### src/rtl/peak_load_gen.sv
// peak_load_gen: rising edge of a selected divided pulse launches a burst that
// toggles a wide load register, producing repeatable switching-activity peaks.
// Build option: define PEAK_LOAD_LFSR_EN to advance load_q as a Fibonacci LFSR
// (about half the bits toggling per cycle) instead of full inversion each cycle.
module peak_load_gen #(
    parameter int unsigned     WIDTH       = 64,
    parameter int unsigned     LEN_W       = 4,
    parameter int unsigned     COOL_CYCLES = 2,
    parameter int unsigned     CNT_W       = 8,
    parameter logic [WIDTH-1:0] LFSR_SEED  = 'h1
) (
    input  logic             clk,
    input  logic             rst_n,
    input  logic [3:0]       pulse_in,
    input  logic [1:0]       sel,
    input  logic             enable,
    input  logic [LEN_W-1:0] burst_len,
    output logic [WIDTH-1:0] load_q,
    output logic             busy,
    output logic [CNT_W-1:0] burst_count
);

    localparam logic [1:0] IDLE  = 2'd0;
    localparam logic [1:0] BURST = 2'd1;
    localparam logic [1:0] COOL  = 2'd2;

    localparam int unsigned COOL_W = (COOL_CYCLES > 1) ? $clog2(COOL_CYCLES) : 1;
    localparam logic [COOL_W-1:0] COOL_INIT = COOL_W'(COOL_CYCLES - 1);

`ifdef PEAK_LOAD_LFSR_EN
    localparam logic LFSR_ON = 1'b1;
`else
    localparam logic LFSR_ON = 1'b0;
`endif

    // LFSR mode must never start from all-zero, so it resets to the seed.
    localparam logic [WIDTH-1:0] LOAD_RST = LFSR_ON ? LFSR_SEED : '0;

    logic [1:0]        state_q;
    logic [1:0]        state_d;
    logic [LEN_W-1:0]  rem_q;
    logic [LEN_W-1:0]  rem_d;
    logic [COOL_W-1:0] cool_q;
    logic [COOL_W-1:0] cool_d;
    logic [3:0]        prev_q;
    logic [WIDTH-1:0]  load_d;
    logic              busy_d;
    logic [CNT_W-1:0]  count_d;
    logic              trig;

    // Next value of the load register for one burst cycle.
`ifdef PEAK_LOAD_LFSR_EN
    function automatic logic [WIDTH-1:0] next_load(input logic [WIDTH-1:0] cur);
        logic fb;
        fb = cur[WIDTH-1] ^ cur[WIDTH-2] ^ cur[WIDTH-4] ^ cur[WIDTH-5];
        return {cur[WIDTH-2:0], fb};
    endfunction
`else
    function automatic logic [WIDTH-1:0] next_load(input logic [WIDTH-1:0] cur);
        return ~cur;
    endfunction
`endif

    // Rising edge of the selected source; prev holds all bits so a sel change
    // compares against that bit's true history and cannot fake an edge.
    assign trig = pulse_in[sel] & ~prev_q[sel];

    // Pulse history, sampled in every state.
    always_ff @(posedge clk or negedge rst_n) begin
        if (!rst_n) begin
            prev_q <= 4'b0;
        end else begin
            prev_q <= pulse_in;
        end
    end

    // FSM state and burst bookkeeping registers.
    always_ff @(posedge clk or negedge rst_n) begin
        if (!rst_n) begin
            state_q <= IDLE;
            rem_q   <= '0;
            cool_q  <= '0;
        end else begin
            state_q <= state_d;
            rem_q   <= rem_d;
            cool_q  <= cool_d;
        end
    end

    // Registered outputs.
    always_ff @(posedge clk or negedge rst_n) begin
        if (!rst_n) begin
            load_q      <= LOAD_RST;
            busy        <= 1'b0;
            burst_count <= '0;
        end else begin
            load_q      <= load_d;
            busy        <= busy_d;
            burst_count <= count_d;
        end
    end

    // Next-state and next-output logic; abort outranks burst completion.
    always_comb begin
        state_d = state_q;
        rem_d   = rem_q;
        cool_d  = cool_q;
        load_d  = load_q;
        count_d = burst_count;
        case (state_q)
            IDLE: begin
                if (trig && enable) begin
                    state_d = BURST;
                    rem_d   = (burst_len == LEN_W'(0)) ? LEN_W'(0) : burst_len - LEN_W'(1);
                end
            end
            BURST: begin
                if (!enable) begin
                    state_d = COOL;
                    cool_d  = COOL_INIT;
                end else begin
                    load_d = next_load(load_q);
                    if (rem_q == LEN_W'(0)) begin
                        state_d = COOL;
                        cool_d  = COOL_INIT;
                        if (burst_count != {CNT_W{1'b1}}) begin
                            count_d = burst_count + CNT_W'(1);
                        end
                    end else begin
                        rem_d = rem_q - LEN_W'(1);
                    end
                end
            end
            COOL: begin
                if (cool_q == COOL_W'(0)) begin
                    state_d = IDLE;
                end else begin
                    cool_d = cool_q - COOL_W'(1);
                end
            end
            default: begin
                state_d = IDLE;
            end
        endcase
        busy_d = (state_d != IDLE);
    end

endmodule
### config.mk
export PLATFORM = sky130hd
export DESIGN_NAME = peak_load_gen
export DESIGN_NICKNAME = d
export VERILOG_FILES = /design/src/rtl/peak_load_gen.sv
export SDC_FILE = /design/constraint.sdc
export NUM_CORES = 1
export LEC_CHECK = 0
export BUFFER_PORTS_ARGS = -buffer_cell sky130_fd_sc_hd__buf_4
export CAP_MARGIN = 20
export CORE_MARGIN = 2
export CORE_UTILIZATION = 39
export CTS_CLUSTER_SIZE = 14
export DETAILED_ROUTE_END_ITERATION = 16
export PLACE_DENSITY = 0.69
export SLEW_MARGIN = 20
export SYNTH_ARGS = -nofsm -noshare
export SYNTH_HDL_FRONTEND = slang
export SYNTH_SLANG_ARGS = --single-unit
export TNS_END_PERCENT = 30
### constraint.sdc
create_clock -name clk -period 2.9 [get_ports clk]
set_input_delay 0.145 -clock clk [delete_from_list [all_inputs] [get_ports clk]]
set_output_delay 0.145 -clock clk [all_outputs]
set_load 0.02 [all_outputs]
==> metrics.csv, run 1 <==
stage;metric;value;unit
outcome;status;complete, no violations;
setup_path;worstPathRequired;3.12;ns
power_and_ir_drop;swShare;37.00;%
placement;dpl.hpwl;3.817;mm
setup_path;end_kind;flip-flop;
cts;cts_tree;built;
logic_synthesis;ys.flop_type;dfrtp_1;
power_and_ir_drop;finalPower;4.973;mW
final_layout;seq_area;0.002102;sq mm
power_and_ir_drop;p_clk_share;16.2;%
drt;drc;0;
logic_synthesis;synth_cell_types;38;
final_layout;fin_util;53.41;%
global_routing;grt_max_degree;85;
die;dieArea;0.008907;sq mm
die;core_area;0.007807;sq mm
setup_path;max_stage_delay;0.39;ns
logic_synthesis;syn_inst;229;
sta;slew_violations;0;
global_routing;overflow;0;
drt;first_pass_iters;3;
logic_synthesis;netlist_area;0.003186;sq mm
sta;fin_crit_sh;68.82;%
setup_path;critPathKind;reg -> reg;
die;die_w;94.38;um
power_and_ir_drop;switchingPower;1.840;mW
cts;clock_latency;0.34;ns
die;start_util;40.80;%
sta;fin_skew;0.01461;ns
logic_synthesis;async_flop_share;100.0;%
setup_path;cp.arrival;2.22;ns
final_layout;fillCellCount;715;
sta;fmax;501.1;MHz
placement;port_buffers;85;
die;rows;32;
logic_synthesis;seq_area_frac_synth;65.99;%
sta;setup_slack;0.9042;ns
cts;htreeDepth;3;
power_and_ir_drop;ir_drop;0.5069;mV
power_and_ir_drop;pwr-share-seq;41.9;%
drt;antenna_left;0;
sta;slew_headroom;50.51;%
final_layout;final_layout_size_suffix_gt1_share;31.61;%
sta;setup_tns;0;ns
sta;finalHoldViolCount;0;
sta;fin_crit;1.996;ns
sta;tightest_slew;0.7423;ns
cts;clkSlewWorstSetupHoldPaths;0.08;ns
setup_path;crit_path_top_delay_cell;dfrtp_1;
final_layout;nNetsFinal;339;
final_layout;n_antenna_cell;0;
die;pin_count;86;
setup_path;critPathBufInv;1;
logic_synthesis;synth-edff-count;0;
run;cap_violations;0;
die;die_h;94.38;um
logic_synthesis;synth_area_per_cell;13.91;sq um
cts;cts_resized;0;
placement;place_ws;0.8941;ns
final_layout;synthToLayoutAreaGrowth;30.91;%
drt;drtIter0Drc;95;
logic_synthesis;ys_ff_latch;84;
setup_path;critPathTopFamily;simple AND/OR/NAND/NOR gates;
final_layout;final_common_cell;buf_4;
cts;cts.sinks;84;
drt;wl;5.729;mm
sta;setup_violations;0;
drt;viasPerCell;4.527;
power_and_ir_drop;leakage;1.946;nW
final_layout;final_cell_mix;buf_4 (86), dfrtp_1 (84), xnor2_1 (64);
global_routing;grt_pass1_vias;1964;
global_routing;antenna_found_initial;0;
logic_synthesis;synth_nets;244;
logic_synthesis;yosysWarnings;0;
global_routing;track_usage;14.06;%
setup_path;critPathMaxFanout;7;
power_and_ir_drop;comb_power_share;41.9;%
global_routing;grt_pass1_wl;9.556;mm
setup_path;path_cells;inv_1 -> ha_1 -> or3b_1 -> or2_1 -> nor2_1 -> mux2_2;
cts;cts-root-buf;clkbuf_8;
power_and_ir_drop;intPower;3.133;mW
drt;wire_per_inst;13.29;um
setup_path;cp-start-kind;flip-flop;
placement;gp_congestion;0.7943;
final_layout;multiInputGateArea;0.001028;sq mm
sta;rsz0062_at_grt;false;
cts;max-clock-path-buffers;2;
cts;cts_buffers;9;
hold_path;hold_class;in -> reg;
power_and_ir_drop;p_per_area;1192;mW/mm^2
drt;vias;1951;
worst paths after layout:
| check | cells after the start | endpoint | from | slack, ns |
|---|---|---|---|---|
| setup reg to reg | 6 | burst_count[1] | rem_q[0] | 0.90 |
| hold / removal | 4 | state_q[1] | enable | 0.14 |
| hold reg to reg | 1 | load_q[46] | load_q[46] | 0.47 |
| setup / recovery | 6 | burst_count[1] | rem_q[0] | 0.90 |
| min in group asynchronous | 2 | load_q[49] | rst_n | 0.41 |
| max in group asynchronous | 2 | prev_q[3] | rst_n | 1.97 |
what timing repair did:
item | in CTS | in global routing
endpoints found under the hold margin | 4 | 84
buffers inserted | 0 | 0
hold buffers | 4 | 1
worst register-to-register path, delay by kind of cell, from the launching register on:
family	cells	cell delay (ns)
AND/OR/NAND/NOR	3	0.88
multiplexers	1	0.35
flip-flops	1	0.39
buffers and inverters	1	0.08
adder cells (fa/ha/maj)	1	0.19
registers in the layout, summed over array words and instances (netlist names):
| signal | count |
|---|---|
| load_q | 64 |
| burst_count | 8 |
| prev_q | 4 |
| rem_q | 4 |
| state_q | 2 |
| busy | 1 |
| cool_q | 1 |
final cells by class:
| class | instances | share of cell area (%) |
|---|---|---|
| clock buffers | 12 | 3.480 |
| clock inverters | 4 | 1.170 |
| inverters | 3 | 0.2700 |
| multi-input cells | 134 | 24.66 |
| flip-flops and latches | 84 | 50.41 |
| well taps | 102 | 3.060 |
| repair buffers | 92 | 16.95 |
cell families (layout without fill, tap and decap cells):
kind of cell	Yosys count	after routing	synth area share, %
xor+xnor	71	71	19.52
compound gates	15	15	3.143
simple gates	43	43	7.463
fa+ha+maj	2	2	0.7854
buf+inv	11	111	1.728
flops	84	84	65.99
mux	3	3	1.375
stage by stage:
step	hold WS [ns]	area [sq um]	instances
floorplan	-0.1506	3186	229
global placement	0.2651	3923	410
detailed placement	0.2659	3923	410
CTS	0.02235	4156	430
global route	0.1738	4170	431
finish	0.1406	4170	431
synthesized netlist by cell type, drive strengths merged, types with 2 or more instances:
cell type  count  area share (%)
buf            8             1.4
nand2         10             1.2
nand3b         2            0.47
inv            3            0.35
ha             2            0.79
nor4           3            0.59
nor3b          2            0.47
dfrtp         84              66
o21ai          5            0.79
a21oi          2            0.31
or3b           2            0.55
nor2           3            0.35
xnor2         64              18
xor2           7             1.9
nor3           7             1.1
nand3          3            0.47
nand2b         5            0.98
power by group through the flow:
stage	combinational (mW)	sequential (mW)	clock [mW]
floorplan	0.618	2.65	0
global placement	2.07	2.09	0
global route	2.24	2.16	0.894
finish	2.08	2.08	0.808
CTS	2.12	2.09	0.846
detailed placement	2.11	2.11	0
routing by layer:
layer  share of wire, %  track usage (%)  wire length (um)  vias up
met4                1.6            6.159                93        0
li1                   -                -                 -      941
met5                  0                0                 0        -
met3                5.3            3.591               301        7
met2                 46            22.08              2649       49
met1                 47            18.58              2685      954
No activity file was read; power rests on OpenSTA's default activity.
==> run 2, diff against run 1 <==
Settings changed: ABC_AREA set to 1, PLACE_DENSITY 0.69 to 0.68.
Clock period 2.9 ns to 1.9 ns, I/O delays scaled along.
==> metrics.csv, run 2 <==
stage;metric;value;unit
outcome;status;complete, no violations;
final_layout;nNetsFinal;382;
final_layout;final_layout_size_suffix_gt1_share;46.24;%
power_and_ir_drop;leakage;2.480;nW
final_layout;largest_register_ffs;64;
setup_path;cp.arrival;1.83;ns
placement;dpl_cell_area;0.004548;sq mm
final_layout;fin_cells;505;
hold_path;worstHoldPathCells;4;
sta;slew_headroom;65.08;%
setup_path;critPathKind;reg -> reg;
die;pin_count;86;
die;dieArea;0.01064;sq mm
final_layout;regMostFlops;load_q;
global_routing;track_usage;12.24;%
logic_synthesis;synth.area.top_cells;dfrtp_1 (55%), xnor2_2 (25%), nand2_1 (4.1%), buf_12 (3.7%), nand3_1 (2.3%);
final_layout;n_antenna_cell;0;
sta;whs;0.04796;ns
logic_synthesis;synth_nets;286;
drt;wl;5.843;mm
sta;slew_violations;0;
final_layout;final_cell_mix;buf_4 (85), dfrtp_1 (84), xnor2_2 (60);
global_routing;grt_pass1_vias;2091;
die;core_area;0.009639;sq mm
placement;place_ws;0.3145;ns
drt;drtIter0Drc;54;
sta;fmax;617.4;MHz
sta;fin_skew;0.01307;ns
drt;vias;2128;
logic_synthesis;netlist_area;0.003835;sq mm
logic_synthesis;synth-edff-count;0;
sta;rsz0062_at_grt;false;
drt;drc;0;
setup_path;worstPathRequired;2.11;ns
logic_synthesis;synth_top_area_share;54.81;%
sta;finalHoldViolCount;0;
drt;viasPerCell;4.214;
logic_synthesis;synth_common_cells;dfrtp_1 (84), xnor2_2 (60), nand2_1 (42);
hold_path;hold_start;burst_len[0];
logic_synthesis;yosysMostFrequentCell;dfrtp_1;
final_layout;design_area;0.004827;sq mm
logic_synthesis;async_flop_share;100.0;%
die;start_util;39.78;%
logic_synthesis;synth_cell_types;23;
cts;clock_latency;0.35;ns
setup_path;critPathMaxFanout;49;
cts;clkSlewWorstSetupHoldPaths;0.08;ns
power_and_ir_drop;finalPower;9.055;mW
global_routing;grt_max_degree;50;
power_and_ir_drop;ir_drop;0.7059;mV
logic_synthesis;ys_ff_latch;84;
sta;setup_violations;0;
cts;htreeDepth;3;
logic_synthesis;ys.flop_type;dfrtp_1;
sta;fin_crit;1.620;ns
setup_path;r2r_cells;4;
logic_synthesis;synth_area_per_cell;14.15;sq um
sta;fin_crit_sh;85.24;%
logic_synthesis;yosysTopAreaCell;dfrtp_1;
cts;cts-root-buf;clkbuf_8;
die;rows;36;
power_and_ir_drop;p_per_area;1876;mW/mm^2
hold_path;whs_endpoint;rem_q[0];
global_routing;grt_pass1_wl;10.10;mm
sta;setup_tns;0;ns
logic_synthesis;syn_inst;271;
setup_path;rrSetupSlack;0.28;ns
sta;setup_slack;0.2804;ns
global_routing;antenna_found_initial;0;
setup_path;r2r_end;load_q[19];
die;die_w;103.2;um
sta;tightest_slew;0.5238;ns
placement;gp_congestion;0.8543;
setup_path;end_kind;flip-flop;
final_layout;reg_top3;load_q: 64 flops, burst_count: 8 flops;
cts;max-clock-path-buffers;2;
die;die_h;103.2;um
logic_synthesis;seq_area_frac_synth;54.81;%
drt;antenna_left;0;
setup_path;reg2reg_from;state_q[1];
global_routing;overflow;0;
drt;wire_per_inst;11.57;um
cts;cts_buffers;9;
final_layout;synthToLayoutAreaGrowth;25.87;%
cts;cts.sinks;84;
hold_path;hold_class;in -> reg;
cts;cts_tree;built;
placement;dpl.hpwl;4.194;mm
placement;dp.cells;484;
placement;port_buffers;85;
final_layout;final_common_cell;buf_4;
setup_path;cp-start-kind;flip-flop;
logic_synthesis;yosysWarnings;0;
run;cap_violations;0;
drt;first_pass_iters;4;
final_layout;fin_util;50.08;%
[run 2: cell types whose count changed after synthesis, moves of 3 or more]
cell      previous run  this run
buf_12               0         7
buf_2                5         0
inv_1                3        18
nand2_1             10        42
nand2b_1             5         0
nand3_1              3        18
nor2_1               3         7
nor3_1               7         0
nor4_1               3         0
xnor2_1             64         9
xnor2_2              0        60
xor2_1               7         2
[run 2: area by class of cell]
type                            instances  area [sq um]
Fill cell                             887          4812
Sequential cell                        84          2102
Multi-Input combinational cell        160          1524
Clock inverter                          7         105.1
Timing Repair Buffer                   92         728.2
Clock buffer                            9         123.9
Inverter                               20         77.57
Tap cell                              133         166.4
[run 2: logic make-up after synthesis]
family | after synthesis | share of synthesized area, %
compound gates | 10 | 1.403
xor+xnor | 71 | 27.96
fa+ha+maj | 2 | 0.6524
buf+inv | 27 | 5.677
flops | 84 | 54.81
simple gates | 77 | 9.495
[run 2: critical path, cell delays in order (launching register included)]
cell and delay (ns):
dfrtp_1 0.43, nor2_4 0.26, nand2_8 0.22, buf_12 0.31, xnor2_2 0.21
[run 2: worst max-delay path by stage]
stage	endpoint	start	slack, ns
after floorplan	burst_count[6]	burst_count[0]	0.47
after global placement	load_q[17]	state_q[1]	0.36
after detailed placement	load_q[59]	state_q[1]	0.31
after CTS	load_q[19]	state_q[1]	0.31
after global routing	load_q[19]	state_q[1]	0.22
final	load_q[19]	state_q[1]	0.28
[run 2: where the power goes]
group / switching, mW / internal (mW)
Combinational: 1.94 / 2.18
Sequential: 0.867 / 2.63
Clock: 0.669 / 0.764
[run 2: timing repair]
action	4_1_cts	5_1_grt
hold endpoints to repair	39	0
gates resized for setup	0	0
hold buffers	5	0
buffers inserted	0	0
[run 2: routing by layer]
| metal | track usage (%) | wire length, um | up-vias |
|---|---|---|---|
| met5 | 0 | 0 | - |
| met4 | 3.947 | 52 | 0 |
| met3 | 3.458 | 245 | 5 |
| met2 | 18.23 | 2691 | 53 |
| met1 | 17.38 | 2854 | 1023 |
| li1 | - | - | 1047 |
==> run 3, diff against run 2 <==
Settings changed: CORE_UTILIZATION 39 to 54, PLACE_DENSITY 0.68 to 0.87.
==> metrics.csv, run 3 (synthesis gave the netlist of run 2 again) <==
stage;metric;value;unit
drt;drc;0;
final_layout;reg_top3;load_q: 64 flops, burst_count: 8 flops;
drt;viasPerCell;4.635;
cts;cts_buffers;9;
cts;cts_tree;built;
run;cap_violations;0;
outcome;status;complete, no violations;
final_layout;final_cell_mix;buf_4 (86), dfrtp_1 (84), xnor2_2 (60);
die;die_h;88.27;um
global_routing;antenna_found_initial;0;
power_and_ir_drop;p_per_area;1868;mW/mm^2
drt;first_pass_iters;4;
sta;whs;0.04391;ns
placement;port_buffers;85;
sta;fin_crit;1.561;ns
drt;wire_per_inst;13.68;um
sta;rsz0062_at_grt;false;
hold_path;hold_class;in -> reg;
setup_path;end_kind;flip-flop;
final_layout;final_common_cell;buf_4;
cts;clock_latency;0.36;ns
setup_path;worstPathRequired;2.15;ns
die;rows;30;
cts;max-clock-path-buffers;2;
power_and_ir_drop;intPower;5.311;mW
power_and_ir_drop;switchingPower;3.548;mW
setup_path;rrSetupSlack;0.34;ns
final_layout;synthToLayoutAreaGrowth;23.65;%
power_and_ir_drop;comb_power_share;47.1;%
setup_path;cp.arrival;1.81;ns
drt;drtIter0Drc;60;
global_routing;track_usage;18.23;%
final_layout;fillCellCount;503;
setup_path;cp-start-kind;flip-flop;
drt;antenna_left;0;
die;die_w;88.27;um
power_and_ir_drop;leakage;2.451;nW
setup_path;reg2reg_from;rem_q[0];
sta;fmax;640.8;MHz
cts;cts-root-buf;clkbuf_8;
placement;dpl.hpwl;4.571;mm
setup_path;cp-startpoint;rem_q[0];
setup_path;critPathMaxFanout;6;
power_and_ir_drop;p_clk_share;13.3;%
drt;vias;2174;
global_routing;grt_pass1_vias;2191;
sta;fin_skew;0.01164;ns
sta;tightest_slew;0.5660;ns
placement;gp_congestion;0.8202;
global_routing;overflow;0;
power_and_ir_drop;swShare;40.05;%
final_layout;largest_register_ffs;64;
final_layout;final_layout_size_suffix_gt1_share;46.38;%
cts;htreeDepth;3;
final_layout;regMostFlops;load_q;
die;start_util;56.14;%
hold_path;hold_start;burst_len[0];
sta;slew_headroom;62.27;%
sta;setup_violations;0;
die;dieArea;0.007792;sq mm
die;pin_count;86;
cts;cts.sinks;84;
sta;slew_violations;0;
die;core_area;0.006832;sq mm
global_routing;grt_pass1_wl;10.76;mm
global_routing;grt_max_degree;45;
power_and_ir_drop;ir_drop;0.6568;mV
sta;fin_crit_sh;82.13;%
cts;clkSlewWorstSetupHoldPaths;0.08;ns
sta;setup_tns;0;ns
power_and_ir_drop;pwr-share-seq;39.6;%
sta;finalHoldViolCount;0;
final_layout;nNetsFinal;383;
drt;wl;6.416;mm
setup_path;critPathKind;reg -> reg;
final_layout;n_antenna_cell;0;
## run 3: cell count changes in the layout (fill, tap and decap cells not counted)
cell	previous run	this run
clkinvlp_4	1	4
bufinv_16	2	0
inv_6	3	1
buf_4	85	86
clkinv_4	0	1
## run 3: layout make-up
class                   instances  area (sq um)  share of cell area (%)
clock buffers                   9         123.9                   2.612
clock inverters                 7         58.81                   1.240
inverters                      20         77.57                   1.636
multi-input cells             160          1524                   32.14
flip-flops and latches         84          2102                   44.33
well taps                      96         120.1                   2.533
repair buffers                 93         735.7                   15.51
## run 3: final timing paths
check | to | cells after the start
setup / recovery | rem_q[2] | 9
hold / removal | rem_q[0] | 4
setup reg to reg | rem_q[2] | 9
hold reg to reg | load_q[8] | 1
max in group asynchronous | busy | 3
min in group asynchronous | load_q[11] | 2
## run 3: power groups by stage
stage	Combinational [mW]	Sequential (mW)	Clock, mW
detailed placement	4.20	3.55	0
global placement	4.08	3.52	0
finish	4.17	3.51	1.17
global route	4.49	3.63	1.29
floorplan	1.86	4.37	0
CTS	4.23	3.53	1.21
## run 3: stage by stage
stage               setup slack, ns  utilization, %  cell area (sq um)  cells  power [mW]
floorplan                    0.4685               -               3835    271       6.229
global placement             0.4888           66.01               4509    448       7.604
detailed placement           0.3808           66.01               4509    448       7.757
CTS                          0.3489           69.41               4742    469       8.969
global route                 0.1892           69.41               4742    469       9.409
finish                       0.3395           69.41               4742    469       8.859
## run 3: worst max-delay path, cell delays in order, from the launching register on
cell and delay [ns]:
dfrtp_1 0.40, inv_1 0.10, ha_1 0.18, inv_1 0.04, nor2_1 0.12, nand2_1 0.12
nand3_1 0.21, nand2_2 0.13, nand2_1 0.09, nand2_1 0.05
## run 3: per-layer routing
| metal | global-route usage [%] | vias up | share of wire [%] |
|---|---|---|---|
| met4 | 5.234 | 0 | 1.1 |
| met3 | 5.784 | 7 | 5.5 |
| li1 | - | 1051 | - |
| met1 | 25.03 | 1049 | 45 |
| met2 | 28.30 | 67 | 49 |
| met5 | 0 | - | 0 |
## run 3: timing repair
| action | CTS | global route |
|---|---|---|
| setup buffers | 0 | 0 |
| hold endpoints to repair | 47 | 0 |
| hold buffers | 5 | 0 |
| resized for setup | 0 | 0 |
